==> src/rtl/sha3_pkg.sv <==
// Shared SHA-3 types and constants for the digest output path.
package sha3_pkg;
  localparam int LANE_W          = 64;
  localparam int DIGEST_LANES    = 4;
  localparam int FINAL_ROUND_BIT = 23;
  localparam int ROUND_W         = 24;

  typedef logic [4:0][4:0][LANE_W-1:0]       sha3_state_t;
  typedef logic [DIGEST_LANES-1:0][LANE_W-1:0] sha3_digest_t;
  typedef logic [1:0]                        lane_idx_t;

  localparam lane_idx_t LAST_LANE = lane_idx_t'(DIGEST_LANES - 1);

  function automatic lane_idx_t next_lane(input lane_idx_t lane);
    return lane + lane_idx_t'(1);
  endfunction
endpackage

==> src/rtl/sha3_digest_fifo.sv <==
// DEPTH-entry FIFO of 256-bit digests with registered pointers and occupancy.
module sha3_digest_fifo
  import sha3_pkg::*;
#(
  parameter int DEPTH = 2
) (
  input  logic         clk,
  input  logic         reset,
  input  logic         push_i,
  input  logic         pop_i,
  input  sha3_digest_t wdata_i,
  output sha3_digest_t rdata_o,
  output logic         full_o,
  output logic         empty_o
);
  localparam int PTR_W = $clog2(DEPTH);

  sha3_digest_t       mem_q [DEPTH];
  logic [PTR_W-1:0]   wr_ptr_q, wr_ptr_d;
  logic [PTR_W-1:0]   rd_ptr_q, rd_ptr_d;
  logic [PTR_W:0]     count_q, count_d;
  logic               push_ok, pop_ok;

  assign full_o  = (count_q == (PTR_W+1)'(DEPTH));
  assign empty_o = (count_q == '0);
  // A write into a full FIFO is legal when the head leaves on the same edge.
  assign push_ok = push_i & (~full_o | pop_i);
  assign pop_ok  = pop_i & ~empty_o;
  assign rdata_o = mem_q[rd_ptr_q];

  always_comb begin
    wr_ptr_d = push_ok ? wr_ptr_q + PTR_W'(1) : wr_ptr_q;
    rd_ptr_d = pop_ok  ? rd_ptr_q + PTR_W'(1) : rd_ptr_q;
    count_d  = count_q;
    case ({push_ok, pop_ok})
      2'b10:   count_d = count_q + (PTR_W+1)'(1);
      2'b01:   count_d = count_q - (PTR_W+1)'(1);
      default: count_d = count_q;
    endcase
  end

  always_ff @(posedge clk or posedge reset) begin
    if (reset) begin
      wr_ptr_q <= '0;
      rd_ptr_q <= '0;
      count_q  <= '0;
    end else begin
      wr_ptr_q <= wr_ptr_d;
      rd_ptr_q <= rd_ptr_d;
      count_q  <= count_d;
    end
  end

  // Storage carries no reset; occupancy alone decides what is valid.
  always_ff @(posedge clk) begin
    if (push_ok) mem_q[wr_ptr_q] <= wdata_i;
  end
endmodule

==> src/rtl/sha3_digest_out.sv <==
// Captures final-round Keccak states, buffers the 256-bit digests and streams them as 64-bit lanes.
module sha3_digest_out
  import sha3_pkg::*;
#(
  parameter int DEPTH = 2
) (
  input  logic               clk,
  input  logic               reset,
  input  logic               pushin,
  input  logic [ROUND_W-1:0] dix,
  input  sha3_state_t        din,
  input  logic               stopin,
  output logic               pushout,
  output logic [LANE_W-1:0]  dout,
  output logic               lastout,
  output logic               overflow
);
  sha3_digest_t cap_digest, head_digest;
  logic         capture, fifo_full, fifo_empty;
  logic         beat_accept, digest_pop;
  lane_idx_t    lane_q, lane_d;
  logic         overflow_q, overflow_d;
  logic         unused_inputs;

  assign capture = pushin & dix[FINAL_ROUND_BIT];

  generate
    for (genvar gi = 0; gi < DIGEST_LANES; gi++) begin : g_lane
      assign cap_digest[gi] = din[gi][0];
    end
  endgenerate

  // Only row y=0 and the final-round flag matter; the rest of the state is folded away.
  assign unused_inputs = ^{din, dix};

  sha3_digest_fifo #(.DEPTH(DEPTH)) u_fifo (
    .clk     (clk),
    .reset   (reset),
    .push_i  (capture),
    .pop_i   (digest_pop),
    .wdata_i (cap_digest),
    .rdata_o (head_digest),
    .full_o  (fifo_full),
    .empty_o (fifo_empty)
  );

  assign pushout     = ~fifo_empty;
  assign lastout     = pushout & (lane_q == LAST_LANE);
  assign dout        = pushout ? head_digest[lane_q] : '0;
  assign beat_accept = pushout & ~stopin;
  assign digest_pop  = beat_accept & lastout;
  assign overflow    = overflow_q;

  always_comb begin
    lane_d     = beat_accept ? next_lane(lane_q) : lane_q;
    overflow_d = overflow_q | (capture & fifo_full & ~digest_pop);
  end

  always_ff @(posedge clk or posedge reset) begin
    if (reset) begin
      lane_q     <= '0;
      overflow_q <= 1'b0;
    end else begin
      lane_q     <= lane_d;
      overflow_q <= overflow_d;
    end
  end
endmodule

==> config.mk <==
export PLATFORM = sky130hd
export DESIGN_NAME = sha3_digest_out
export DESIGN_NICKNAME = d
export VERILOG_FILES = /design/src/rtl/sha3_pkg.sv /design/src/rtl/sha3_digest_fifo.sv /design/src/rtl/sha3_digest_out.sv
export SDC_FILE = /design/constraint.sdc
export NUM_CORES = 1
export LEC_CHECK = 0
export BUFFER_PORTS_ARGS = -buffer_cell sky130_fd_sc_hd__buf_4
export CORE_AREA = 2 2 658 660
export DETAILED_ROUTE_END_ITERATION = 8
export DIE_AREA = 0 0 660 662
export PLACE_DENSITY = 0.31
export RECOVER_POWER = 100
export SYNTH_ARGS = -nofsm -noshare
export SYNTH_HDL_FRONTEND = slang
export SYNTH_SLANG_ARGS = --single-unit
==> constraint.sdc <==
create_clock -name clk -period 37.2 [get_ports clk]
set_clock_uncertainty 0.1 [all_clocks]
set_input_delay 1.86 -clock clk [delete_from_list [all_inputs] [get_ports clk]]
set_output_delay 1.86 -clock clk [all_outputs]
set_load 0.02 [all_outputs]
==> results of run 1 <==
==> state kept, by name, summed over array words and instances (netlist names) <==
name and count:
lane_q 2, u_fifo.wr_ptr_q 1, u_fifo.rd_ptr_q 1, overflow 1
u_fifo.count_q 2, u_fifo.mem_q 512
==> path summary, 6_finish.rpt <==
path | from | to | slack (ps)
worst min register to register | overflow$_DFF_PP0_ | overflow$_DFF_PP0_ | 380
worst max-delay path | stopin | u_fifo.mem_q[0][224]$_DFFE_PP_ | 24200
max in group asynchronous | reset | overflow$_DFF_PP0_ | 35780
min in group asynchronous | reset | u_fifo.rd_ptr_q$_DFFE_PP0P_ | 980
worst min-delay path | overflow$_DFF_PP0_ | overflow$_DFF_PP0_ | 380
worst max register to register | lane_q[0]$_DFFE_PP0N_ | u_fifo.mem_q[0][224]$_DFFE_PP_ | 24620
==> power breakdown <==
group,internal (mW),switching [mW],total (mW)
Combinational,0.265,0.563,0.828
Sequential,0.737,0.0247,0.762
Clock,0.364,0.291,0.655
==> area by class of cell <==
class	instances	area share [%]
tap	5710	22.8
antenna	19	0.152
clock buffer	82	5.60
clock inverter	38	1.37
timing repair buffer	360	6.88
multi-input combinational	473	13.4
inverter	4	0.0480
sequential	519	49.7
==> per-layer routing <==
| metal | vias up | share of wire [%] | wire, um | GRT usage, % |
|---|---|---|---|---|
| met2 | 328 | 44 | 38900 | 5.97 |
| met5 | - | 0.52 | 460 | 0 |
| met1 | 5608 | 41 | 35900 | 4.49 |
| met3 | 209 | 12 | 10400 | 2.47 |
| li1 | 5059 | - | - | - |
| met4 | 72 | 2.8 | 2510 | 1.14 |
==> synth_stat cells, drive strengths merged <==
| master | n | area, um2 |
|---|---|---|
| nor3 | 64 | 320 |
| edfxtp | 512 | 15400 |
| a21o | 1 | 7.51 |
| nand2 | 2 | 7.51 |
| nor2b | 1 | 6.26 |
| buf | 48 | 393 |
| mux2 | 257 | 2890 |
| clkbuf | 15 | 56.3 |
| dfrtp | 7 | 175 |
| and2 | 1 | 6.26 |
| xor2 | 2 | 17.5 |
| nor2 | 5 | 18.8 |
| or2 | 1 | 6.26 |
| nand3b | 1 | 7.51 |
| o22ai | 128 | 801 |
| inv | 4 | 15.0 |
| xnor2 | 4 | 35.0 |
| a41o | 1 | 10.0 |
| ha | 2 | 25.0 |
| nand2b | 3 | 18.8 |
==> per-stage QoR <==
stage / instance area, um2 / power, mW
6_report: 31300 / 2.24
3_5_place_dp: 29700 / 1.69
4_1_cts: 31800 / 2.38
2_1_floorplan: 20200 / 1.26
5_1_grt: 31300 / 2.39
3_3_place_gp: 29700 / 1.70
==> cells in the final DEF (no fill, tap or decap), drive strengths merged <==
cell and instances:
xor2 2, or2 1, xnor2 4, nand2 2
buf 35, nand2b 3, a41o 1, nand3b 1
inv 6, nor2 5, ha 2, edfxtp 512
diode 19, o22ai 128, mux2 257, clkinvlp 3
bufinv 3, clkbuf 407, nor2b 1, dfrtp 7
a21o 1, and2 1, nor3 64, clkinv 30
==> kinds of logic (layout without fill, tap and decap cells) <==
group | after synthesis | in the layout
adder cells (fa/ha/maj) | 2 | 2
AND/OR/NAND/NOR | 78 | 78
multiplexers | 257 | 257
buffers and inverters | 67 | 484
XOR/XNOR | 6 | 6
flip-flops | 519 | 519
other | 0 | 19
AO/OA/AOI/OAI | 130 | 130
==> impl_metrics.ini, run 1 <==
[global_routing]
grt_pass1_wl_mm = 113
gr-total-overflow = 0
gr-usage-all-layers_pct = 3.92
vias_in_the_first_global_route = 11800
grt_max_degree = 69
grt_antenna_before_repair = 65

[sta]
final.setup.tns_ps = 0
finalSetupViolCount = 0
worst-slew-pin-transition_ps = 4410
hold_viol_final = 0
max_freq_mhz = 76.9
final.setup.worst_slack_ps = 24200
report.final.slew_viol_count = 810
post-route-min-period_ps = 13010
fin_hold_ws_ps = 378
post-route-period-util_pct = 35.0
unrepaired_setup_endpoints_after_global_routing = no
timing.max_slew.rel_slack_pct = -194

[routing]
route.detailed.drc = 0
drt.antenna.violating_nets = 0
wire_per_inst_um = 12.2
vias = 11300
first_pass_iters = 4
avgViaCountPerCell = 1.57
postRouteWirelength_mm = 88.2
dr.first_iter.drc_count = 559

[critical_path]
worstSetupEndpointType = register
crit_arrival_ps = 13040
family_of_cells_with_the_greatest_summed_delay_on_the_critical_path = buffers and inverters
worst-path-buf-inv = 4
timing.critical_path.depth = 7
timing.reg2reg.worst_path_depth = 7
cp.required_ps = 37240
ordered_cell_list_for_the_critical_path = clkbuf_1, nand2b_1, a21o_1, nor2_1, clkbuf_1, clkbuf_1, clkbuf_1
worst-path-max-fanout = 68
worst-setup-path-type = input port to register
critPathMostFrequentCell = sky130_fd_sc_hd__clkbuf_1
critPathLaunchType = input port
max_stage_delay_ps = 3240
critical_path_cell_with_the_highest_stage_delay = sky130_fd_sc_hd__clkbuf_1

[run_status]
violated_checks = capacitance limit, slew limit
run_status = complete, but fails checks

[synth]
post_synth_instance_area_um2 = 20200
synth_compound_area_share_pct = 4.05
synth_sequential_area_ratio_pct = 77.0
postSynthCellCount = 1059
syn-num-nets = 2689
synth_adder_area_share_pct = 0.124
yosys.cell_types.count = 24
synthSimpleGateAreaFrac_pct = 1.94
synth_top_family_by_area = multiplexers
synth_xor_xnor_area_share_pct = 0.260
syn_area_per_cell_um2 = 19.1
synth.yosys.warnings = 0
muxShareOfSynthArea_pct = 14.3
synth.ff_latch_count = 519

[placement]
port_buffers = 327
routabilityCongestion = 0.651
place_ws_ps = 30550
placed_cells_incl_taps = 7066
hpwlAfterDp_mm = 63.1

[min_path]
worstHoldPathType = register to register
whs_path_depth = 1

[clocking]
clk_path_buf_depth = 3
cts.repair_timing.setup_buffer_count = 0
insertion_delay_ps = 740
cts_root_buf = sky130_fd_sc_hd__clkbuf_16
clkSlewWorstSetupHoldPaths_ps = 60
h-tree-depth = 3
resized_gates_after_cts = 0
clock_tree_from_tritoncts = yes
hold_buffers = 0
cts_inserted_buffers = 68
clock-sinks = 519

[finish]
final-instance-count-excl-fill = 7205
post-route-util_pct = 7.28
fillCellCount = 49800
nNetsFinal = 3056
drive_gt1_share_pct = 37.5
seq_area_um2 = 15500
multi_input_comb_area_um2 = 4210
layout-area-overhead-vs-synth_pct = 55.0

[power_and_ir_drop]
power.static_leakage_nw = 8.35
worst_ir_drop_vdd_uv = 41.4
power-per-cell-area_nw_per_um2 = 71.7

[floorplanning]
initial_utilization_pct = 4.70
die-area_um2 = 437000
horizontal_die_dimension_um = 660
fp-row-count = 241
die_y_um = 662
io_pins = 1695
core_area_um2 = 430000

[run]
drv_cap = 19
No activity file was read; power rests on OpenSTA's default activity.
==> inputs of run 2 (changes only) <==
--- a/config.mk
+++ b/config.mk
@@ -6,9 +6,9 @@
 export NUM_CORES = 1
 export LEC_CHECK = 0
 export BUFFER_PORTS_ARGS = -buffer_cell sky130_fd_sc_hd__buf_4
-export CORE_AREA = 2 2 658 660
+export CORE_AREA = 2 2 663 665
 export DETAILED_ROUTE_END_ITERATION = 8
-export DIE_AREA = 0 0 660 662
+export DIE_AREA = 0 0 665 667
 export PLACE_DENSITY = 0.31
 export RECOVER_POWER = 100
 export SYNTH_ARGS = -nofsm -noshare
==> constraint.sdc (replaced) <==
create_clock -name clk -period 12.4 [get_ports clk]
set_clock_uncertainty 0.1 [all_clocks]
set_input_delay 0.62 -clock clk [delete_from_list [all_inputs] [get_ports clk]]
set_output_delay 0.62 -clock clk [all_outputs]
set_load 0.02 [all_outputs]
==> run 2 against run 1 <==
Clock-buffer cell count is 2 lower. Sequential power grew to 3.0 times the previous value. Clock power rose to 2.9 times the previous value. Largest power group unchanged. Setup slack got worse by 19000 ps. The run still ends with capacitance limit, slew limit left. Sequential cell count is the same. Highest routed layer unchanged. First-iteration DRC count up 13%. Wire length up 2.6%. Via count increased by 8.6%.
==> impl_metrics.ini, run 2 (synthesis gave the netlist of run 1 again) <==
[sta]
final.setup.tns_ps = 0
worst-slew-pin-transition_ps = 4470
timing.max_slew.rel_slack_pct = -198
report.final.slew_viol_count = 327
finalSetupViolCount = 0
post-route-min-period_ps = 7450
post-route-period-util_pct = 60.1
unrepaired_setup_endpoints_after_global_routing = no
hold_viol_final = 0
max_freq_mhz = 134
fin_hold_ws_ps = 157

[critical_path]
crit_arrival_ps = 6730
critical_path_cell_with_the_highest_stage_delay = sky130_fd_sc_hd__clkbuf_1
family_of_cells_with_the_greatest_summed_delay_on_the_critical_path = buffers and inverters
cp.required_ps = 11680
worst-path-buf-inv = 3
max_stage_delay_ps = 2360
timing.critical_path.depth = 6
worst-setup-path-type = register to output port
timing.reg2reg.worst_path_depth = 6
worstSetupEndpointType = output port
ordered_cell_list_for_the_critical_path = clkbuf_1, clkbuf_1, mux2_2, o22ai_1, nor3_1, clkbuf_1
critPathLaunchType = register
critPathMostFrequentCell = sky130_fd_sc_hd__clkbuf_1
worst-path-max-fanout = 49

[power_and_ir_drop]
power.combinational.fraction_pct = 38.1
power-per-cell-area_nw_per_um2 = 198
p_seq_share_pct = 33.7
swShare_pct = 39.3
power_switching_mw = 2.65
power.static_leakage_nw = 9.52
power_report.internal_total_mw = 4.09
worst_ir_drop_vdd_uv = 117
clock_power_share_pct = 28.3

[clocking]
clock_tree_from_tritoncts = yes
clock-sinks = 519
resized_gates_after_cts = 0
clkSlewWorstSetupHoldPaths_ps = 60
cts_root_buf = sky130_fd_sc_hd__clkbuf_16
clk_path_buf_depth = 3
insertion_delay_ps = 700
cts_inserted_buffers = 68
h-tree-depth = 3

[finish]
layout-area-overhead-vs-synth_pct = 68.5
final_common_cell = sky130_fd_sc_hd__edfxtp_1
fillCellCount = 50600
multi_input_comb_area_um2 = 4210
largestRegisters = u_fifo.mem_q x512, lane_q x2, u_fifo.count_q x2
final_cell_area_um2 = 34000
drive_gt1_share_pct = 33.9
post-route-util_pct = 7.80
largest_reg_by_ff_count = u_fifo.mem_q
seq_area_um2 = 15500
largest_register_ff_count = 512
final-instance-count-excl-fill = 7504
commonest_cells_after_routing_fill_and_taps_aside = sky130_fd_sc_hd__edfxtp_1, sky130_fd_sc_hd__dlygate4sd3_1, sky130_fd_sc_hd__mux2_2
nNetsFinal = 3309

[routing]
route.detailed.drc = 0
vias = 12200
drt.antenna.violating_nets = 0
wire_per_inst_um = 12.1
dr.first_iter.drc_count = 634
postRouteWirelength_mm = 90.5
avgViaCountPerCell = 1.63
first_pass_iters = 5

[floorplanning]
core_area_um2 = 437000
die-area_um2 = 444000
io_pins = 1695
die_y_um = 667
initial_utilization_pct = 4.63
fp-row-count = 243
horizontal_die_dimension_um = 665

[min_path]
whs_path_depth = 3
worstHoldPathType = input port to register

[global_routing]
gr-total-overflow = 0
vias_in_the_first_global_route = 13300
grt_pass1_wl_mm = 119
gr-usage-all-layers_pct = 3.99
grt_max_degree = 101
grt_antenna_before_repair = 71

[placement]
placed_cells_incl_taps = 7108
port_buffers = 327
routabilityCongestion = 0.643
detailed_place.area_um2 = 29700
hpwlAfterDp_mm = 65.2

[run_status]
run_status = complete, but fails checks
violated_checks = capacitance limit, slew limit

[run]
drv_cap = 9
## run 2: layout make-up
cell class                      instances  area share, %
Antenna cell                           18          0.132
Clock buffer                           80           5.13
Clock inverter                         40           1.08
Inverter                                4         0.0441
Multi-Input combinational cell        473           12.4
Sequential cell                       519           45.7
Tap cell                             5757           21.2
Timing Repair Buffer                  613           14.4
## run 2: power groups by stage
stage	Combinational, mW	Clock, mW	Sequential [mW]
global route	2.83	2.08	2.29
CTS	2.89	2.03	2.27
finish	2.57	1.91	2.27
floorplan	1.41	0	2.36
global placement	2.81	0	2.30
detailed placement	2.79	0	2.31
## run 2: path summary, 6_finish.rpt
kind | from | slack (ps) | end
hold reg to reg | u_fifo.wr_ptr_q$_DFFE_PP0P_ | 400 | u_fifo.wr_ptr_q$_DFFE_PP0P_
setup reg to reg | lane_q[0]$_DFFE_PP0N_ | 5000 | u_fifo.mem_q[1][23]$_DFFE_PP_
setup / recovery | u_fifo.rd_ptr_q$_DFFE_PP0P_ | 4950 | dout[63]
max in group asynchronous | reset | 11610 | lane_q[1]$_DFFE_PP0N_
hold / removal | stopin | 160 | lane_q[0]$_DFFE_PP0N_
min in group asynchronous | reset | 350 | overflow$_DFF_PP0_
## run 2: metrics by stage
step	total power [mW]	setup WS, ps
finish	6.74	4950
global route	7.20	4030
CTS	7.19	7020
detailed placement	5.10	7550
global placement	5.11	7550
floorplan	3.77	-151
## run 2: repair_timing
action,in CTS,in global routing
hold buffers,258,0
endpoints found under the hold margin,518,0
setup endpoints to repair,0,0
setup buffers,0,0
## run 2: worst min-delay path, cell delays in order
cell	delay [ps]
sky130_fd_sc_hd__buf_4	100
sky130_fd_sc_hd__nor2_1	60
sky130_fd_sc_hd__xor2_1	130
## run 2: routing by layer
layer  routed length, um  vias up  part of all wire (%)  global-route usage (%)
met5                 292        -                  0.32                       0
met1               40300     6068                    45                    5.00
met3                7910      186                   8.7                    1.94
li1                    -     5577                     -                       -
met2               39600      363                    44                    6.06
met4                2320       50                   2.6                    1.02
